File: src/rtl/ising_run_ctrl.sv
// Anneal-run sequencer for the Ising core: pulses the core reset, waits the anneal
// time, walks the sampler read address and streams captured phase words to the host.
module ising_run_ctrl #(
    parameter int unsigned RST_CYCLES = 4,
    parameter int unsigned NUM_READS  = 4,
    parameter int unsigned RD_LATENCY = 1
) (
    input  logic        clk,
    input  logic        rstn,
    input  logic        start,
    input  logic        abort,
    input  logic [15:0] num_runs,
    input  logic [31:0] anneal_cycles,
    output logic        busy,
    output logic        done,
    output logic        ising_rstn,
    output logic [31:0] rd_addr,
    input  logic [31:0] phase,
    output logic        res_valid,
    input  logic        res_ready,
    output logic [31:0] res_data,
    output logic [15:0] res_run,
    output logic [7:0]  res_idx,
    output logic        res_last
);

    // state      | meaning
    // S_IDLE     | no batch, core held in reset
    // S_RST      | core reset asserted for RST_CYCLES
    // S_ANNEAL   | core released, counting anneal_cycles
    // S_READ_WAIT| waiting RD_LATENCY after rd_addr update
    // S_OUT      | captured word offered to host
    // S_DONE     | one-cycle batch completion
    typedef enum logic [2:0] {
        S_IDLE,
        S_RST,
        S_ANNEAL,
        S_READ_WAIT,
        S_OUT,
        S_DONE
    } state_t;

    localparam logic [31:0] RST_LAST = 32'(RST_CYCLES - 1);
    localparam logic [31:0] LAT_LAST = 32'(RD_LATENCY - 1);
    localparam logic [7:0]  IDX_LAST = 8'(NUM_READS - 1);

    state_t      state, state_nxt;
    logic [31:0] cnt, cnt_nxt;
    logic [15:0] run_cnt, run_cnt_nxt;
    logic [7:0]  read_idx, read_idx_nxt;
    logic [15:0] runs_q, runs_q_nxt;
    logic [31:0] anneal_q, anneal_q_nxt;
    logic [31:0] addr_q, addr_q_nxt;
    logic [31:0] data_q, data_q_nxt;
    logic [15:0] run_q, run_q_nxt;
    logic [7:0]  idx_q, idx_q_nxt;
    logic        last_q, last_q_nxt;
    logic        done_q, done_q_nxt;

    always_ff @(posedge clk or negedge rstn) begin
        if (!rstn) begin
            state    <= S_IDLE;
            cnt      <= '0;
            run_cnt  <= '0;
            read_idx <= '0;
            runs_q   <= '0;
            anneal_q <= '0;
            addr_q   <= '0;
            data_q   <= '0;
            run_q    <= '0;
            idx_q    <= '0;
            last_q   <= 1'b0;
            done_q   <= 1'b0;
        end else begin
            state    <= state_nxt;
            cnt      <= cnt_nxt;
            run_cnt  <= run_cnt_nxt;
            read_idx <= read_idx_nxt;
            runs_q   <= runs_q_nxt;
            anneal_q <= anneal_q_nxt;
            addr_q   <= addr_q_nxt;
            data_q   <= data_q_nxt;
            run_q    <= run_q_nxt;
            idx_q    <= idx_q_nxt;
            last_q   <= last_q_nxt;
            done_q   <= done_q_nxt;
        end
    end

    always_comb begin
        state_nxt    = state;
        cnt_nxt      = cnt;
        run_cnt_nxt  = run_cnt;
        read_idx_nxt = read_idx;
        runs_q_nxt   = runs_q;
        anneal_q_nxt = anneal_q;
        addr_q_nxt   = addr_q;
        data_q_nxt   = data_q;
        run_q_nxt    = run_q;
        idx_q_nxt    = idx_q;
        last_q_nxt   = last_q;
        done_q_nxt   = 1'b0;

        // DONE has already ended the batch; abort there would only double the done pulse
        if (abort && state != S_IDLE && state != S_DONE) begin
            state_nxt    = S_IDLE;
            done_q_nxt   = 1'b1;
            cnt_nxt      = '0;
            run_cnt_nxt  = '0;
            read_idx_nxt = '0;
            addr_q_nxt   = '0;
        end else begin
            case (state)
                S_IDLE: begin
                    if (start && !abort) begin
                        if (num_runs != 16'd0) begin
                            runs_q_nxt   = num_runs;
                            anneal_q_nxt = anneal_cycles;
                            run_cnt_nxt  = '0;
                            cnt_nxt      = '0;
                            state_nxt    = S_RST;
                        end else begin
                            done_q_nxt = 1'b1;
                        end
                    end
                end
                S_RST: begin
                    if (cnt == RST_LAST) begin
                        cnt_nxt   = '0;
                        state_nxt = S_ANNEAL;
                    end else begin
                        cnt_nxt = cnt + 32'd1;
                    end
                end
                S_ANNEAL: begin
                    if (anneal_q == 32'd0 || cnt == anneal_q - 32'd1) begin
                        cnt_nxt      = '0;
                        addr_q_nxt   = '0;
                        read_idx_nxt = '0;
                        state_nxt    = S_READ_WAIT;
                    end else begin
                        cnt_nxt = cnt + 32'd1;
                    end
                end
                S_READ_WAIT: begin
                    if (cnt == LAT_LAST) begin
                        cnt_nxt    = '0;
                        data_q_nxt = phase;
                        run_q_nxt  = run_cnt;
                        idx_q_nxt  = read_idx;
                        last_q_nxt = (run_cnt == runs_q - 16'd1) && (read_idx == IDX_LAST);
                        state_nxt  = S_OUT;
                    end else begin
                        cnt_nxt = cnt + 32'd1;
                    end
                end
                S_OUT: begin
                    if (res_ready) begin
                        if (read_idx < IDX_LAST) begin
                            read_idx_nxt = read_idx + 8'd1;
                            addr_q_nxt   = addr_q + 32'd1;
                            cnt_nxt      = '0;
                            state_nxt    = S_READ_WAIT;
                        end else if (run_cnt < runs_q - 16'd1) begin
                            run_cnt_nxt = run_cnt + 16'd1;
                            cnt_nxt     = '0;
                            state_nxt   = S_RST;
                        end else begin
                            done_q_nxt = 1'b1;
                            state_nxt  = S_DONE;
                        end
                    end
                end
                S_DONE: begin
                    addr_q_nxt = '0;
                    state_nxt  = S_IDLE;
                end
                default: state_nxt = S_IDLE;
            endcase
        end
    end

    assign busy       = (state == S_RST) || (state == S_ANNEAL) ||
                        (state == S_READ_WAIT) || (state == S_OUT);
    assign ising_rstn = (state == S_ANNEAL) || (state == S_READ_WAIT) || (state == S_OUT);
    assign res_valid  = (state == S_OUT);
    assign done       = done_q;
    assign rd_addr    = addr_q;
    assign res_data   = data_q;
    assign res_run    = run_q;
    assign res_idx    = idx_q;
    assign res_last   = last_q;

endmodule

File: config.mk
export PLATFORM = sky130hd
export DESIGN_NAME = ising_run_ctrl
export DESIGN_NICKNAME = d
export VERILOG_FILES = /design/src/rtl/ising_run_ctrl.sv
export SDC_FILE = /design/constraint.sdc
export NUM_CORES = 1
export LEC_CHECK = 0
export ABC_AREA = 1
export ABC_CLOCK_PERIOD_IN_PS = 3800
export CAP_MARGIN = 30
export CORE_UTILIZATION = 45
export DETAILED_ROUTE_END_ITERATION = 10
export PLACE_DENSITY = 0.64
export SLEW_MARGIN = 0
export SYNTH_ARGS = -nofsm -noshare
export SYNTH_HDL_FRONTEND = slang
export SYNTH_SLANG_ARGS = --single-unit
File: constraint.sdc
create_clock -name clk -period 3.8 [get_ports clk]
set_clock_uncertainty 0.05 [all_clocks]
set_input_delay 0.57 -clock clk [delete_from_list [all_inputs] [get_ports clk]]
set_output_delay 0.57 -clock clk [all_outputs]
set_load 0.03 [all_outputs]
[After elaboration in Yosys (flattened, before gate mapping)]
Index checks and enable logic that the tools add are counted.
Word-level totals
  flip-flop bits (word level): 197
  output and inout port bits: 93
  logic and storage cells: 112
  bits of input ports: 85
Cells by class
  equality and inequality tests: 20
  add/sub/neg operators: 6
  bitwise logic cells: 1
  $lt $le $gt $ge: 2
  muxes and demuxes: 44
  reductions and logical operators: 27
Operators by type and width (count)
  32-bit two-way mux: 13
  32-bit one-hot mux with 5 select lines: 1
  16-bit two-way mux: 6
  32-bit one-hot mux with 3 select lines: 1
  32-bit by 1-bit adder with 32-bit output, second input constant: 2
  32-bit logical NOT: 2
  32-bit by 2-bit == test with 1-bit output, second input constant: 1
  32-bit == test: 1
  8-bit two-way mux: 4
  16-bit one-hot mux with 2 select lines: 1
  32-bit by 1-bit subtractor with 32-bit output, second input constant: 1
  3-bit two-way mux: 9
  3-bit != test, second input constant: 7
  16-bit by 1-bit adder with 16-bit output, second input constant: 1
  16-bit == test: 1
  16-bit less-than comparator: 1
  8-bit one-hot mux with 2 select lines: 1
  16-bit nonzero test: 1
  16-bit by 1-bit subtractor with 16-bit output, second input constant: 1
  3-bit one-hot mux with 5 select lines: 1
  4-bit AND reduction: 3
  6-bit AND reduction: 2
  3-bit by 1-bit != test with 1-bit output, second input constant: 3
  3-bit nonzero test: 3
  18 further kinds: 33

[Longest topological paths before layout]
  depth in word-level cells: 7
  mapped depth: 23

[Worst setup path after synthesis]
No wires, ideal clock.
  path type: reg2reg
  start: register runs_q[0]
  end: register cnt[12]
  cell stages (with the launch flop): 24
  required time: 3.685 ns
  slack: 0.570 ns
  clock period less this slack: 3.230 ns
  data arrival time: 3.115 ns
  setup time: 0.065 ns
  buffers on the path: 1
  path through: dfrtp_1 inv_1 ha_1 nand2_1 nor3_1 nand2_1 nor2_1 nand2_1 nor3_1 nand2_1 nor2_1 xnor2_1 ha_1 nand2_1 nor3_1 nand2_1 nand2_1 nand3_1 nand2_1 inv_1 o21ai_1 buf_2 nand2_1 nand2_1
On the way
  longest elaborated chain between the ends: 4
RTL lines
  start, declared: line 51  | logic [15:0] runs_q, runs_q_nxt;
  start signal, assigned: line 79  | runs_q <= runs_q_nxt;
  16-bit by 1-bit subtractor with 16-bit output: line 164  | end else if (run_cnt < runs_q - 16'd1) begin
  16-bit less-than comparator: line 164
  4-bit by 1-bit != test with 1-bit output (no source line)
  5-bit AND reduction (no source line)
  end signal, assigned: line 76  | cnt <= cnt_nxt;
  end, declared: line 48  | logic [31:0] cnt, cnt_nxt;
No other way between the ends.
A chain may end at the register's enable or synchronous reset.

[Worst setup path in the final report]
  start: register runs_q[0]
  end: register cnt[16]
Same word-level chain as after synthesis.

==> flow_metrics.tcl <==
set metrics [dict create \
    outcome "complete, but fails checks" \
    violations "design-rule violations" \
    finalPower_uw 8730 \
    finalHoldViolCount 0 \
    antennaDiodeCount 0 \
    crit_arrival_ps 3810 \
    final_area_mm2 0.0148 \
    leakagePower_uw 0.00660 \
    fin_crit_sh_pct 91.7 \
    maxSlewHeadroom_pct 47.2 \
    dieArea_mm2 0.0273 \
    grt_pass1_wl_um 52100 \
    synth_cell_types 48 \
    syn2layout_area_growth_pct 23.4 \
    seq_area_mm2 0.00493 \
    worst-path-buf-inv 3 \
    fp.dieH_um 165 \
    crit_top_cell "nand2_1" \
    whs_ps 148 \
    syn_avg_cell_area_um2 7.89 \
    grt_usage_pct 24.1 \
    syn-num-nets 1628 \
    synth_top_cell_by_area "dfrtp_1" \
    place_ws_ps 150 \
    cts_tree "yes" \
    crit_type "reg2reg" \
    clock_path_buffers 2 \
    crit_slowest_cell "dfrtp_1" \
    initial_core_util_pct 45.9 \
    nFillCells 2449 \
    wire_per_inst_um 15.8 \
    hpwl_um 23600 \
    numCtsBuffers 17 \
    ys_seq_elements 197 \
    max_freq_mhz 287 \
    yosys_warnings 0 \
    path_cells "inv_1 > ha_2 > nand2_1 > nor3_2 > nand2_1 > nor2_2 > nand2_1 > nor3_2 > nand2_1 > nor2_1 > xnor2_1 > ha_1 > nand2_1 > nor3_1 > nand2_1 > nand2_1 > nand3_1 > nand2_1 > inv_1 > o21ai_2 > buf_12 > nand2_1 > nand2_1" \
    fin_ws_ps 317 \
    grt_max_degree 100 \
    grt_remaining_overflow 0 \
    worstSetupEndpointType "flip-flop" \
    drc 40 \
    timing.final.max_slew_violations 0 \
    yosys_most_used_dff "dfrtp_1" \
    finalSetupTns_ps 0 \
    gp_congestion 0.916 \
    crit_required_ps 4130 \
    coreArea_mm2 0.0261 \
    hold_class "in2async" \
    cp_slowest_stage_delay_ps 360 \
    drive_gt1_share_pct 9.96 \
    fp.dieW_um 165 \
    clkSinkCount 197 \
    synth_edf_count 0 \
    synthArstFlopShare_pct 100 \
    p_per_area_mw_per_mm2 589 \
    worstPathMaxFanout 32 \
    drtIter0Drc 876 \
    placed_cell_area_mm2 0.0141 \
    grt_pass1_vias 10225 \
    hold_buffers 0 \
    netlist_instances 1519 \
    routed_via_density 5.31 \
    synthTopCellsByArea "dfrtp_1 41%, nand2_1 12%, mux2_2 6.5%" \
    r2r_start "runs_q[0]" \
    ioPinCount 178 \
    firstDrtPassIters 10 \
    crit_start "runs_q[0]" \
    worst_pin_slew_ps 792 \
    crit_family "simple AND/OR/NAND/NOR gates" \
    ant_nets 0 \
    multi_input_area_mm2 0.00626 \
    clk_pin_slew_ps 80 \
    wl_um 32100 \
    ys_top_cells_by_count "384 x nand2_1, 197 x dfrtp_1, 165 x nor2_1" \
    worstSetupStartpointType "flip-flop" \
    clock-root-buffer "clkbuf_16" \
    vias 10797 \
    final-setup-viol-count 0 \
    antenna_found_initial 0 \
    htree_levels 4 \
    core.rowCount 59 \
    syn_area_mm2 0.0120 \
    synth_most_common_cell "nand2_1" \
    ir_drop_v 0.000288 \
    final_nets 1793 \
    port_buffers 177 \
    max_cap_violations 0 \
    seq_area_frac_synth_pct 41.1 \
    clk_latency_ps 450 \
    fin_crit_ps 3480 \
    synth_top_area_share_pct 41.1 \
]
cells by family (layout without fill, tap and decap cells):
family          count (synthesis)  after routing  share of synthesized area (%)
buf+inv                       202            380                           7.04
xor+xnor                      100            100                           7.65
mux                            69             69                           6.48
flops                         197            197                           41.1
compound gates                 94             94                           4.34
fa+ha+maj                      24             24                           2.50
simple gates                  833            833                           30.9
cell usage in the layout, fill, tap and decap left out, types with 2 or more instances in the layout:
cell and instances:
nand2_1 384, dfrtp_1 197, clkdlybuf4s50_1 176, nor2_1 163, inv_1 141, nand3_1 82
nor3_1 77, xor2_1 76, mux2_2 69, nand4_1 63, a21oi_1 38, o21ai_0 33
ha_1 23, xnor2_1 21, nor4_1 20, clkbuf_16 17, buf_4 17, nor2_2 11
inv_2 6, nor2_4 6, o21ai_1 5, nor3_2 4, o41ai_1 4, nand3_2 4
nand2_2 4, clkinv_8 4, inv_8 4, buf_12 4, nor3b_1 3, nand3b_1 3
xnor3_1 3, inv_6 3, inv_12 3, o211ai_1 2, o21ai_2 2, o21bai_1 2
or2_2 2
layer usage:
layer	vias up	global-route usage, %	share of wire [%]
li1	5324	-	-
met1	5117	33.0	46
met2	316	39.7	47
met3	40	3.57	5.5
met4	0	6.42	1.5
met5	-	0	0
path summary, 6_finish.rpt:
check | endpoint | slack [ps] | cells after the start
min in group clk | res_run[1] | 440 | 2
setup / recovery | cnt[16] | 320 | 23
max in group asynchronous | anneal_q[13] | 2710 | 2
hold reg to reg | res_run[1] | 440 | 2
setup reg to reg | cnt[16] | 320 | 23
hold / removal | res_data[4] | 150 | 1
report_power, final:
part	internal, uW	switching [uW]	total, uW
logic	1470	2190	3660
clock network	979	994	1970
registers	2610	478	3090
sequential cells by signal, summed over array words and instances (netlist names):
register and cells:
read_idx 8, res_data 32, state 3, done 1
run_cnt 16, res_last 1, cnt 32, res_idx 8
runs_q 16, res_run 16, anneal_q 32, rd_addr 32
timing repair:
action / CTS / global route
setup buffers: 0 / 4
endpoints found under the setup margin: 0 / 48
gates resized for setup: 0 / 8
cell type report:
cell class | instances | area share [%]
Multi-Input combinational cell | 1120 | 42.3
Sequential cell | 197 | 33.3
Timing Repair Buffer | 199 | 13.5
Inverter | 149 | 3.80
Clock buffer | 17 | 2.87
Tap cell | 335 | 2.83
Clock inverter | 15 | 1.45
metrics by stage:
step,cells,util (%)
after floorplan,1519,-
after global placement,1996,53.9
final,2032,56.6
after detailed placement,1996,53.9
after global routing,2032,56.6
after CTS,2028,56.4
Power figures use the tool's default switching activity.
